File: src/rtl/midi_pkg.sv
// Shared types and constants for the MIDI part router: status nibbles,
// FSM state enums, the note message and per-part configuration records.
package midi_pkg;

    localparam logic [3:0] NOTE_OFF = 4'h8;
    localparam logic [3:0] NOTE_ON  = 4'h9;
    localparam logic [3:0] POLY_AT  = 4'hA;
    localparam logic [3:0] CC       = 4'hB;
    localparam logic [3:0] PRG      = 4'hC;
    localparam logic [3:0] CH_AT    = 4'hD;
    localparam logic [3:0] PITCH    = 4'hE;

    typedef enum logic [2:0] {IDLE, D1, D2, SKIP1, SKIP2} parse_state_t;
    typedef enum logic [1:0] {E_IDLE, SCAN, OUT} emit_state_t;

    typedef struct packed {
        logic       on;
        logic [3:0] ch;
        logic [6:0] key;
        logic [6:0] vel;
    } midi_note_t;

    typedef struct packed {
        logic       en;
        logic [3:0] ch;
        logic [6:0] key_lo;
        logic [6:0] key_hi;
        logic [7:0] transpose;
    } part_cfg_t;

    localparam part_cfg_t PART_RESET = '{en: 1'b0, ch: 4'h0, key_lo: 7'h00,
                                         key_hi: 7'h7F, transpose: 8'h00};

    // Number of bits needed to represent value itself (clogb2(4) == 3).
    function automatic int clogb2(input int value);
        int v;
        int r;
        v = value;
        for (r = 0; v > 0; r++) v = v >> 1;
        return r;
    endfunction

    function automatic logic [6:0] sat_transpose(input logic [6:0] key, input logic [7:0] tr);
        logic signed [8:0] sum;
        sum = $signed({2'b00, key}) + $signed({tr[7], tr});
        if (sum < 9'sd0)
            return 7'h00;
        else if (sum > 9'sd127)
            return 7'h7F;
        else
            return sum[6:0];
    endfunction

endpackage

File: src/rtl/midi_note_parser.sv
// MIDI byte-stream parser with running status; reports completed note on/off
// messages with a combinational done strobe in the cycle the last byte arrives.
module midi_note_parser
    import midi_pkg::*;
(
    input  logic       clk,
    input  logic       rst_n,
    input  logic [7:0] midi_byte,
    input  logic       midi_valid,
    output midi_note_t note,
    output logic       done
);

    parse_state_t state;
    logic         rs_valid;
    logic [3:0]   rs_status;
    logic [3:0]   rs_ch;
    logic [6:0]   key;

    // NOTE: done/note are combinational so the pending register can load on the
    // very edge that accepts the final data byte.
    always_comb begin
        done     = midi_valid && !midi_byte[7] && (state == D2);
        note.on  = (rs_status == NOTE_ON) && (midi_byte[6:0] != 7'h00);
        note.ch  = rs_ch;
        note.key = key;
        note.vel = midi_byte[6:0];
    end

    always_ff @(posedge clk or negedge rst_n) begin
        if (!rst_n) begin
            state     <= IDLE;
            rs_valid  <= 1'b0;
            rs_status <= 4'h0;
            rs_ch     <= 4'h0;
            key       <= 7'h00;
        end else if (midi_valid && midi_byte < 8'hF8) begin
            if (midi_byte[7:4] == 4'hF) begin
                rs_valid <= 1'b0;
                state    <= IDLE;
            end else if (midi_byte[7]) begin
                rs_valid  <= 1'b1;
                rs_status <= midi_byte[7:4];
                rs_ch     <= midi_byte[3:0];
                case (midi_byte[7:4])
                    NOTE_OFF, NOTE_ON:  state <= D1;
                    PRG, CH_AT:         state <= SKIP1;
                    POLY_AT, CC, PITCH: state <= SKIP2;
                    default:            state <= IDLE;
                endcase
            end else begin
                case (state)
                    IDLE: begin
                        // Running status: treat the byte as the first data byte.
                        if (rs_valid) begin
                            case (rs_status)
                                NOTE_OFF, NOTE_ON: begin
                                    key   <= midi_byte[6:0];
                                    state <= D2;
                                end
                                POLY_AT, CC, PITCH: state <= SKIP1;
                                default:            state <= IDLE;
                            endcase
                        end
                    end
                    D1: begin
                        key   <= midi_byte[6:0];
                        state <= D2;
                    end
                    D2:      state <= IDLE;
                    SKIP2:   state <= SKIP1;
                    SKIP1:   state <= IDLE;
                    default: state <= IDLE;
                endcase
            end
        end
    end

endmodule

File: src/rtl/midi_part_router.sv
// Multitimbral MIDI router: CPU-programmed part slots, a one-deep pending
// message register and an emitter that fans each note out to matching parts.
module midi_part_router
    import midi_pkg::*;
#(
    parameter int PARTS   = 4,
    parameter int P_WIDTH = clogb2(PARTS),
    parameter int ADDR_W  = P_WIDTH + 2
) (
    input  logic               data_clk,
    input  logic               reset_reg_N,
    input  logic               cpu_sel,
    input  logic               cpu_write,
    input  logic               cpu_read,
    input  logic [ADDR_W-1:0]  cpu_addr,
    input  logic [7:0]         cpu_wdata,
    output logic [7:0]         cpu_rdata,
    input  logic [7:0]         midi_byte,
    input  logic               midi_valid,
    output logic               ev_valid,
    input  logic               ev_ready,
    output logic               ev_note_on,
    output logic [P_WIDTH-1:0] ev_part,
    output logic [6:0]         ev_key,
    output logic [6:0]         ev_vel,
    output logic               ev_drop
);

    localparam logic [P_WIDTH-1:0] LAST = P_WIDTH'(PARTS - 1);

    part_cfg_t          parts [PARTS];
    logic [7:0]         drop_cnt;
    logic [P_WIDTH-1:0] reg_part;
    logic [1:0]         reg_field;
    logic [7:0]         rd_val;

    midi_note_t  note;
    logic        note_done;
    midi_note_t  pend_msg;
    logic        pend_full;
    logic        take;

    emit_state_t        e_state;
    midi_note_t         e_msg;
    logic [P_WIDTH-1:0] idx;
    part_cfg_t          cur;
    logic               match;
    logic [6:0]         tkey;

    midi_note_parser u_parser (
        .clk        (data_clk),
        .rst_n      (reset_reg_N),
        .midi_byte  (midi_byte),
        .midi_valid (midi_valid),
        .note       (note),
        .done       (note_done)
    );

    assign reg_part  = cpu_addr[ADDR_W-1:2];
    assign reg_field = cpu_addr[1:0];

    always_comb begin
        rd_val = drop_cnt;
        for (int p = 0; p < PARTS; p++) begin
            if (reg_part == P_WIDTH'(p)) begin
                case (reg_field)
                    2'd0: rd_val = {parts[p].en, 3'b000, parts[p].ch};
                    2'd1: rd_val = {1'b0, parts[p].key_lo};
                    2'd2: rd_val = {1'b0, parts[p].key_hi};
                    2'd3: rd_val = parts[p].transpose;
                endcase
            end
        end
    end

    // NOTE: the part table is a handful of config flops, so it is reset like any
    // other state; it must come up as "all parts disabled, full key range".
    always_ff @(posedge data_clk or negedge reset_reg_N) begin
        if (!reset_reg_N) begin
            for (int p = 0; p < PARTS; p++) parts[p] <= PART_RESET;
            cpu_rdata <= 8'h00;
        end else begin
            if (cpu_sel && cpu_read) cpu_rdata <= rd_val;
            for (int p = 0; p < PARTS; p++) begin
                if (cpu_sel && cpu_write && reg_part == P_WIDTH'(p)) begin
                    case (reg_field)
                        2'd0: begin
                            parts[p].en <= cpu_wdata[7];
                            parts[p].ch <= cpu_wdata[3:0];
                        end
                        2'd1: parts[p].key_lo    <= cpu_wdata[6:0];
                        2'd2: parts[p].key_hi    <= cpu_wdata[6:0];
                        2'd3: parts[p].transpose <= cpu_wdata;
                    endcase
                end
            end
        end
    end

    assign take = (e_state == E_IDLE) && pend_full;

    always_ff @(posedge data_clk or negedge reset_reg_N) begin
        if (!reset_reg_N) begin
            pend_full <= 1'b0;
            pend_msg  <= '0;
            drop_cnt  <= 8'h00;
            ev_drop   <= 1'b0;
        end else begin
            ev_drop <= 1'b0;
            if (note_done) begin
                if (pend_full && !take) begin
                    ev_drop <= 1'b1;
                    if (drop_cnt != 8'hFF) drop_cnt <= drop_cnt + 8'd1;
                end else begin
                    pend_full <= 1'b1;
                    pend_msg  <= note;
                end
            end else if (take) begin
                pend_full <= 1'b0;
            end
        end
    end

    always_comb begin
        cur = parts[0];
        for (int p = 1; p < PARTS; p++)
            if (idx == P_WIDTH'(p)) cur = parts[p];
        match = cur.en && (cur.ch == e_msg.ch) &&
                (cur.key_lo <= e_msg.key) && (e_msg.key <= cur.key_hi);
        tkey  = sat_transpose(e_msg.key, cur.transpose);
    end

    always_ff @(posedge data_clk or negedge reset_reg_N) begin
        if (!reset_reg_N) begin
            e_state    <= E_IDLE;
            e_msg      <= '0;
            idx        <= '0;
            ev_valid   <= 1'b0;
            ev_note_on <= 1'b0;
            ev_part    <= '0;
            ev_key     <= 7'h00;
            ev_vel     <= 7'h00;
        end else begin
            case (e_state)
                E_IDLE: begin
                    if (pend_full) begin
                        e_msg   <= pend_msg;
                        idx     <= '0;
                        e_state <= SCAN;
                    end
                end
                SCAN: begin
                    if (match) begin
                        ev_valid   <= 1'b1;
                        ev_note_on <= e_msg.on;
                        ev_part    <= idx;
                        ev_key     <= tkey;
                        ev_vel     <= e_msg.vel;
                        e_state    <= OUT;
                    end else if (idx == LAST) begin
                        e_state <= E_IDLE;
                    end else begin
                        idx <= idx + 1'b1;
                    end
                end
                OUT: begin
                    if (ev_ready) begin
                        ev_valid <= 1'b0;
                        if (idx == LAST) begin
                            e_state <= E_IDLE;
                        end else begin
                            idx     <= idx + 1'b1;
                            e_state <= SCAN;
                        end
                    end
                end
                default: e_state <= E_IDLE;
            endcase
        end
    end

endmodule

File: config.mk
export PLATFORM = sky130hd
export DESIGN_NAME = midi_part_router
export DESIGN_NICKNAME = d
export VERILOG_FILES = /design/src/rtl/midi_pkg.sv /design/src/rtl/midi_note_parser.sv /design/src/rtl/midi_part_router.sv
export SDC_FILE = /design/constraint.sdc
export NUM_CORES = 1
export LEC_CHECK = 0
export BUFFER_PORTS_ARGS = -buffer_cell sky130_fd_sc_hd__buf_4
export CORE_MARGIN = 3
export CORE_UTILIZATION = 66
export DETAILED_ROUTE_END_ITERATION = 16
export HOLD_SLACK_MARGIN = 0.06
export PLACE_DENSITY_LB_ADDON = 0.25
export SLEW_MARGIN = 20
export SYNTH_ARGS = -nofsm -noshare
export SYNTH_HDL_FRONTEND = slang
export SYNTH_SLANG_ARGS = --single-unit
File: constraint.sdc
create_clock -name data_clk -period 6.5 [get_ports data_clk]
set_input_delay 0.975 -clock data_clk [delete_from_list [all_inputs] [get_ports data_clk]]
set_output_delay 0.975 -clock data_clk [all_outputs]
set_load 0.01 [all_outputs]
==> results of run 1 <==
[routing by layer]
layer / up-vias / GRT usage / wire, um / share of wire
met5: - / 0 / 0 / 0
met4: 0 / 0.107 / 938 / 0.036
met3: 82 / 0.0705 / 1900 / 0.073
met2: 328 / 0.469 / 12200 / 0.47
met1: 3778 / 0.395 / 10900 / 0.42
li1: 3417 / - / - / -
[through the flow]
step                      cells  utilization  setup WS (ns)  power (W)
after floorplan             913            -           2.72    0.00290
after global placement     1143        0.710           2.12    0.00330
after detailed placement   1143        0.710           1.97    0.00336
after CTS                  1184        0.761           1.95    0.00475
after global routing       1184        0.761           1.78    0.00501
final                      1185        0.761           2.02    0.00475
[sequential cells by signal, summed over array words and instances, names as in the netlist]
signal              cells
parts                 108
e_msg                  19
pend_msg               19
cpu_rdata               8
drop_cnt                8
ev_key                  7
ev_vel                  7
u_parser.key            7
u_parser.rs_ch          4
u_parser.rs_status      4
ev_part                 3
idx                     3
u_parser.state          3
e_state                 2
ev_drop                 1
ev_note_on              1
ev_valid                1
pend_full               1
u_parser.rs_valid       1
[where the power goes]
| part | leakage, nW | internal [W] | switching, W |
|---|---|---|---|
| logic | 2.59 | 0.000756 | 0.000768 |
| registers | 2.64 | 0.00160 | 0.000249 |
| clock network | 0.404 | 0.000866 | 0.000509 |
| total | 5.63 | 0.00322 | 0.00153 |
[cell type report]
cell class,count,area share
clock buffers,31,0.0540
inverters,25,0.00773
flip-flops and latches,207,0.430
clock inverters,10,0.0130
multi-input cells,634,0.435
repair buffers,61,0.0382
well taps,216,0.0223
diodes,1,0.000206
[placed cells by master (no fill, tap or decap), drive strengths merged, types with 20 or more instances in the layout]
cell | Yosys | layout
dfrtp | 179 | 179
dfstp | 28 | 28
buf | 13 | 60
inv | 24 | 25
ha | 31 | 31
a21oi | 44 | 44
clkbuf | 34 | 32
nand2 | 83 | 83
mux2 | 177 | 177
o21ai | 29 | 29
mux4 | 20 | 20
nor2 | 60 | 60
mux2i | 26 | 26
[worst register-to-register path, stage by stage (launching register included)]
cell and delay, ns:
dfrtp_1 0.44, inv_1 0.08, ha_1 0.34, nand2b_1 0.58, buf_4 0.39, mux2i_1 0.13, a211oi_1 0.33, a21oi_1 0.09
ha_1 0.30, nand3b_1 0.09, a21oi_1 0.06, o21ai_0 0.35, o2111a_1 0.27, and4_4 0.52, mux2_2 0.40
[worst paths after layout]
| kind | from | end | slack [ns] | cells after the start |
|---|---|---|---|---|
| hold / removal | cpu_rdata[0] | cpu_rdata[0] | 0.48 | 2 |
| min in group asynchronous | reset_reg_N | drop_cnt[4] | 0.52 | 1 |
| max in group asynchronous | reset_reg_N | parts[50] | 4.70 | 2 |
| setup / recovery | idx[1] | ev_vel[0] | 2.02 | 14 |
| setup reg to reg | idx[1] | ev_vel[0] | 2.02 | 14 |
| hold reg to reg | cpu_rdata[0] | cpu_rdata[0] | 0.48 | 2 |
[cells by family (layout without fill, tap and decap cells)]
| group | count (synthesis) | in the layout | share of synthesized area |
|---|---|---|---|
| muxes | 223 | 223 | 0.252 |
| and+or+nand+nor | 212 | 212 | 0.0922 |
| DFF | 207 | 207 | 0.483 |
| AOI/OAI and AO/OA | 154 | 154 | 0.0956 |
| buffers and inverters | 72 | 127 | 0.0291 |
| adders and majority gates | 32 | 32 | 0.0378 |
| xor gates and xnor gates | 13 | 13 | 0.0105 |
| other | 0 | 1 | 0 |
==> results.sh, run 1 <==
export IMPL_end_kind="register"
export IMPL_setup_worst_path_start_class="register"
export IMPL_synthTopCellsByArea="dfrtp_1 41%, mux2_2 18%, dfstp_2 6.8%"
export IMPL_wl_per_cell_um=21.9
export IMPL_ctsHoldBuffers=0
export IMPL_synth_edf_count=0
export IMPL_cts_sinks=207
export IMPL_drt_iter0_markers=524
export IMPL_cp_max_fo=28
export IMPL_ant_nets=0
export IMPL_grt_usage=0.293
export IMPL_yosys_most_used_dff="dfrtp_1"
export IMPL_yosysUniqueCellTypes=68
export IMPL_pin_count=56
export IMPL_grt_pass1_wl_mm=41.4
export IMPL_outcome="completed"
export IMPL_place_area_um2=11300
export IMPL_vias=7605
export IMPL_ys_seq_area_frac=0.483
export IMPL_crit_chain="inv_1, ha_1, nand2b_1, buf_4, mux2i_1, a211oi_1, a21oi_1, ha_1, nand3b_1, a21oi_1, o21ai_0, o2111a_1, and4_4, mux2_2"
export IMPL_postSynthRegisterBits=207
export IMPL_crit_family="simple AND/OR/NAND/NOR gates"
export IMPL_path_buf_inv=2
export IMPL_cts_htree_levels=1
export IMPL_grt_pass1_vias=7628
export IMPL_power_density_nw_per_um2=391
export IMPL_worst_setup_path_type="reg2reg"
export IMPL_rsz0062_at_grt="false"
export IMPL_synth_area_leader_cell="dfrtp_1"
export IMPL_yosys_warnings=0
export IMPL_synth_top_area_frac=0.415
export IMPL_totalWireLength_mm=25.9
export IMPL_hold_viol_final=0
export IMPL_fin_skew_ns=0.0210
export IMPL_cts_path_max_buffers=3
export IMPL_fin_area_um2=12100
export IMPL_critPathMaxStageDelay_ns=0.58
export IMPL_cts_clk_slew_worst_paths_ns=0.06
export IMPL_cp_arrival_ns=4.85
export IMPL_start_util=0.678
export IMPL_fin_tns_setup_ns=0
export IMPL_syn_area_um2=10800
export IMPL_worstPathRequired_ns=6.87
export IMPL_std_cell_rows=46
export IMPL_numCtsBuffers=23
export IMPL_tightest_slew_ns=1.08
export IMPL_ir_drop_uv=244
export IMPL_cap_violations=0
export IMPL_slew_headroom=0.277
export IMPL_synthesis_nets=973
export IMPL_vias_per_cell=6.42
export IMPL_synth_common_cells="179 x dfrtp_1, 172 x mux2_2, 82 x nand2_1, 60 x nor2_1, 44 x a21oi_1"
export IMPL_yosys_cell_count_top_type="dfrtp_1"
export IMPL_async_flop_share=1.00
export IMPL_drt_pass1_iterations=5
export IMPL_fill_cells=1012
export IMPL_cts_root_buffer="clkbuf_16"
export IMPL_fmax_mhz=223
export IMPL_io_buffers=55
export IMPL_overflow=0
export IMPL_slowest_stage="nand2b_1"
export IMPL_core_area_um2=15900
export IMPL_cts_resized=0
export IMPL_die_h_um=134
export IMPL_setup_viol=0
export IMPL_dp_hpwl_mm=17.7
export IMPL_cts_tree="yes"
export IMPL_drc=0
export IMPL_post_cts_buffers=0
export IMPL_die_area_um2=17900
export IMPL_gp_congestion=0.924
export IMPL_synth_avg_cell_area_um2=11.8
export IMPL_total_leakage_power_nw=5.63
export IMPL_netlist_instances=913
export IMPL_multi_input_area_um2=5280
export IMPL_layout_drive_gt1_share=0.347
export IMPL_period_needed_ns=4.48
export IMPL_die_w_um=134
export IMPL_hp_class="reg2reg"
export IMPL_finalCritPeriodShare=0.689
export IMPL_grt_start_max_net_pins=100
export IMPL_fin_nets=1012
export IMPL_syn_to_final_growth_pct=12.4
export IMPL_regArea_um2=5220
export IMPL_antenna_found_initial=0
export IMPL_drv_slew=0
export IMPL_insertion_delay_ns=0.51
export IMPL_timing_hold_ws_ns=0.481
No activity file was read; power rests on OpenSTA's default activity.
==> inputs of run 2 (changes only) <==
Settings changed: CORE_UTILIZATION 66 to 56.
Clock period 6.5 ns to 3.85 ns, I/O delays scaled along.
==> results.sh, run 2 (synthesis results as in run 1) <==
export IMPL_outcome="completed"
export IMPL_io_buffers=55
export IMPL_largest_register_ffs=108
export IMPL_grt_usage=0.252
export IMPL_cts_path_max_buffers=3
export IMPL_setup_viol=0
export IMPL_hp_class="in2async"
export IMPL_finalCritPeriodShare=0.959
export IMPL_pin_count=56
export IMPL_vias_per_cell=6.08
export IMPL_ir_drop_uv=403
export IMPL_tightest_slew_ns=1.01
export IMPL_grt_start_max_net_pins=104
export IMPL_numCtsBuffers=24
export IMPL_start_util=0.574
export IMPL_worstPathRequired_ns=4.25
export IMPL_cts_sinks=207
export IMPL_cts_htree_levels=1
export IMPL_pre_cts_slack_ns=0.193
export IMPL_fin_skew_ns=0.00934
export IMPL_final_common_cell="dfrtp_1"
export IMPL_top_regs="parts: 108 flops, e_msg: 19 flops, pend_msg: 19 flops"
export IMPL_setup_worst_path_start_class="register"
export IMPL_cts_root_buffer="clkbuf_16"
export IMPL_fmax_mhz=271
export IMPL_total_leakage_power_nw=5.68
export IMPL_fin_tns_setup_ns=0
export IMPL_r2r_start="idx[0]"
export IMPL_cp_max_fo=22
export IMPL_fin_nets=1029
export IMPL_period_needed_ns=3.69
export IMPL_crit_start="idx[0]"
export IMPL_die_w_um=145
export IMPL_die_area_um2=21000
export IMPL_std_cell_rows=50
export IMPL_drc=0
export IMPL_p_total_w=0.00796
export IMPL_layout_drive_gt1_share=0.353
export IMPL_dp_hpwl_mm=18.2
export IMPL_gp_congestion=0.906
export IMPL_endpoint="e_state[0]"
export IMPL_die_h_um=145
export IMPL_ant_nets=0
export IMPL_grt_pass1_vias=7548
export IMPL_vias=7571
export IMPL_layout_common_cells="179 x dfrtp_1, 172 x mux2_2, 82 x nand2_1"
export IMPL_diodes=0
export IMPL_syn_to_final_growth_pct=13.7
export IMPL_finalWorstSetupSlack_ns=0.158
export IMPL_fill_cells=1465
export IMPL_drt_pass1_iterations=5
export IMPL_power_density_nw_per_um2=648
export IMPL_core_area_um2=18800
export IMPL_drt_iter0_markers=474
export IMPL_insertion_delay_ns=0.52
export IMPL_worst_setup_path_type="reg2reg"
export IMPL_reg2regPathDepth=15
export IMPL_antenna_found_initial=2
export IMPL_overflow=0
export IMPL_cp_arrival_ns=4.09
export IMPL_hold_viol_final=0
export IMPL_grt_pass1_wl_mm=41.0
export IMPL_timing_hold_ws_ns=0.148
export IMPL_cts_clk_slew_worst_paths_ns=0.06
export IMPL_slew_headroom=0.324
export IMPL_drv_slew=0
export IMPL_ctsHoldBuffers=0
export IMPL_wl_per_cell_um=21.2
export IMPL_cts_tree="yes"
export IMPL_r2r_slack_ns=0.16
export IMPL_end_kind="register"
export IMPL_totalWireLength_mm=26.4
export IMPL_cap_violations=0
export IMPL_r2r_end="e_state[0]"
export IMPL_largest_register="parts"
## run 2: cell count changes in the layout (fill, tap and decap cells not counted), sizes merged
cell,previous run,this run
inv,25,24
clkbuf,32,40
buf,60,75
clkinv,6,5
diode,1,0
bufinv,4,0
and4,2,3
## run 2: cell type report
type	instances	area, um2	area share
timing repair buffer	76	627	0.0510
multi-input combinational	635	5300	0.432
inverter	25	93.8	0.00764
clock buffer	39	698	0.0568
sequential	207	5220	0.425
tap	260	325	0.0265
clock inverter	4	20.0	0.00163
## run 2: timing repair
action | 4_1_cts | 5_1_grt
buffers inserted | 0 | 2
endpoints found under the setup margin | 0 | 7
resized for setup | 0 | 3
hold endpoints to repair | 0 | 0
## run 2: worst min path at each step
stage	from	end	slack, ns	cells past startpoint
global route	reset_reg_N	ev_vel[6]	0.22	1
CTS	reset_reg_N	ev_vel[1]	0.21	1
global placement	pend_msg[18]	pend_msg[18]	0.46	2
detailed placement	u_parser.rs_ch[2]	u_parser.rs_ch[2]	0.47	2
floorplan	reset_reg_N	cpu_rdata[0]	0.28	0
finish	reset_reg_N	e_msg[1]	0.15	1
## run 2: per-layer routing
layer  vias up  GRT usage  wire length, um
li1       3448          -                -
met1      3795      0.350            11500
met2       266      0.409            12400
met3        58     0.0384             1520
met4         4     0.0844              920
met5         -          0               27
## run 2: critical path: stages (launching register included)
cell,delay (ns)
dfrtp_1,0.44
ha_1,0.24
nand2b_1,0.12
buf_12,0.21
mux2i_1,0.12
a211oi_1,0.30
a21oi_1,0.08
ha_1,0.32
a211oi_1,0.22
nand2_1,0.08
o21ai_0,0.18
buf_4,0.15
o2111a_1,0.25
nand4_1,0.22
a31o_2,0.34
mux2_4,0.29
## run 2: where the power goes
part / total, W / internal, W / switching [W]
Clock: 0.00211 / 0.00123 / 0.000874
Sequential: 0.00310 / 0.00270 / 0.000405
Combinational: 0.00276 / 0.00137 / 0.00139
Total: 0.00796 / 0.00530 / 0.00267
## run 2: metrics by stage
stage | util | std cells | cell area [um2]
2_1_floorplan | - | 913 | 10800
3_3_place_gp | 0.611 | 1200 | 11500
3_5_place_dp | 0.611 | 1200 | 11500
4_1_cts | 0.649 | 1243 | 12200
5_1_grt | 0.652 | 1246 | 12300
6_report | 0.652 | 1246 | 12300
==> inputs of run 3 (changes only) <==
Settings changed: MAX_ROUTING_LAYER set to met4.
==> results.sh, run 3 (synthesis results as in run 1) <==
export IMPL_die_h_um=145
export IMPL_die_w_um=145
export IMPL_fin_skew_ns=0.0141
export IMPL_period_needed_ns=3.68
export IMPL_grt_pass1_vias=7559
export IMPL_setup_viol=0
export IMPL_timing_hold_ws_ns=0.155
export IMPL_core_area_um2=18800
export IMPL_overflow=0
export IMPL_grt_start_max_net_pins=104
export IMPL_std_cell_rows=50
export IMPL_tightest_slew_ns=0.993
export IMPL_cts_clk_slew_worst_paths_ns=0.06
export IMPL_hp_class="in2async"
export IMPL_r2r_end="e_state[0]"
export IMPL_crit_start="idx[0]"
export IMPL_layout_drive_gt1_share=0.353
export IMPL_final_common_cell="dfrtp_1"
export IMPL_ir_drop_uv=401
export IMPL_cts_sinks=207
export IMPL_syn_to_final_growth_pct=13.7
export IMPL_dp_hpwl_mm=18.2
export IMPL_power_density_nw_per_um2=648
export IMPL_worstPathRequired_ns=4.24
export IMPL_cap_violations=0
export IMPL_start_util=0.574
export IMPL_pin_count=56
export IMPL_largest_register_ffs=108
export IMPL_grt_pass1_wl_mm=41.0
export IMPL_cp_arrival_ns=4.07
export IMPL_totalWireLength_mm=26.4
export IMPL_r2r_slack_ns=0.17
export IMPL_cts_path_max_buffers=3
export IMPL_ant_nets=0
export IMPL_cts_root_buffer="clkbuf_16"
export IMPL_vias=7610
export IMPL_worst_setup_path_type="reg2reg"
export IMPL_endpoint="e_state[0]"
export IMPL_hold_viol_final=0
export IMPL_cp_max_fo=22
export IMPL_outcome="completed"
export IMPL_io_buffers=55
export IMPL_layout_common_cells="179 x dfrtp_1, 172 x mux2_2, 82 x nand2_1"
export IMPL_total_leakage_power_nw=5.68
export IMPL_reg2regPathDepth=15
export IMPL_fmax_mhz=272
export IMPL_insertion_delay_ns=0.52
export IMPL_top_regs="parts: 108 flops, e_msg: 19 flops, pend_msg: 19 flops"
export IMPL_wl_per_cell_um=21.1
export IMPL_setup_worst_path_start_class="register"
export IMPL_drv_slew=0
export IMPL_antenna_found_initial=2
export IMPL_fin_nets=1029
export IMPL_cts_tree="yes"
export IMPL_grt_usage=0.260
export IMPL_p_total_w=0.00796
export IMPL_end_kind="register"
export IMPL_fin_tns_setup_ns=0
export IMPL_gp_congestion=0.922
export IMPL_vias_per_cell=6.10
export IMPL_drt_iter0_markers=615
export IMPL_drt_pass1_iterations=5
export IMPL_die_area_um2=21000
export IMPL_slew_headroom=0.332
export IMPL_cts_htree_levels=1
export IMPL_finalNonFillerCells=1248
export IMPL_finalCritPeriodShare=0.956
export IMPL_largest_register="parts"
export IMPL_dp_cells=1200
export IMPL_numCtsBuffers=24
export IMPL_drc=0
export IMPL_r2r_start="idx[0]"
run 3: cell types whose count changed in the layout (fill, tap and decap cells not counted):
| cell | change |
|---|---|
| diode_2 | +2 |
run 3: cell type report:
type / count / area [um2]
inverter: 25 / 93.8
fill: 1468 / 6540
timing repair buffer: 76 / 627
tap: 260 / 325
clock buffer: 39 / 698
multi-input combinational: 635 / 5300
sequential: 207 / 5220
antenna: 2 / 5.00
clock inverter: 4 / 20.0
run 3: what timing repair did:
action / in CTS / in global routing
setup buffers: 0 / 2
gates resized for setup: 0 / 3
hold buffers: 0 / 0
endpoints found under the setup margin: 0 / 7
run 3: worst min-delay path by stage:
stage                      start                end  slack (ns)  depth (start not counted)
2_1_floorplan        reset_reg_N       cpu_rdata[0]        0.28                          0
3_3_place_gp        pend_msg[18]       pend_msg[18]        0.46                          2
3_5_place_dp   u_parser.rs_ch[2]  u_parser.rs_ch[2]        0.47                          2
4_1_cts              reset_reg_N          ev_vel[1]        0.21                          1
5_1_grt              reset_reg_N          ev_vel[6]        0.23                          1
6_report             reset_reg_N        pend_msg[3]        0.15                          1
run 3: layer usage:
layer | vias up | share of wire | global-route usage
met1 | 3812 | 0.43 | 0.349
met5 | - | 0 | -
met4 | 0 | 0.036 | 0.0844
met3 | 60 | 0.060 | 0.0381
met2 | 278 | 0.47 | 0.410
li1 | 3460 | - | -
run 3: per-stage QoR:
step,area [um2],utilization,setup WS (ns)
after floorplan,10800,-,0.0666
after CTS,12200,0.649,0.176
after detailed placement,11500,0.611,0.193
after global placement,11500,0.611,0.247
after global routing,12300,0.652,-0.0144
final,12300,0.652,0.169
run 3: worst max-delay path: stages (launching register included):
cell      delay (ns)
dfrtp_1         0.44
ha_1            0.24
nand2b_1        0.12
buf_12          0.21
mux2i_1         0.12
a211oi_1        0.30
a21oi_1         0.08
ha_1            0.32
a211oi_1        0.22
nand2_1         0.08
o21ai_0         0.18
buf_4           0.15
o2111a_1        0.25
nand4_1         0.21
a31o_2          0.34
mux2_4          0.29
run 3: where the power goes:
group | leakage [nW] | switching, W | internal (W) | total (W)
clock | 0.352 | 0.000873 | 0.00123 | 0.00210
combinational | 2.69 | 0.00138 | 0.00137 | 0.00275
sequential | 2.64 | 0.000405 | 0.00270 | 0.00310
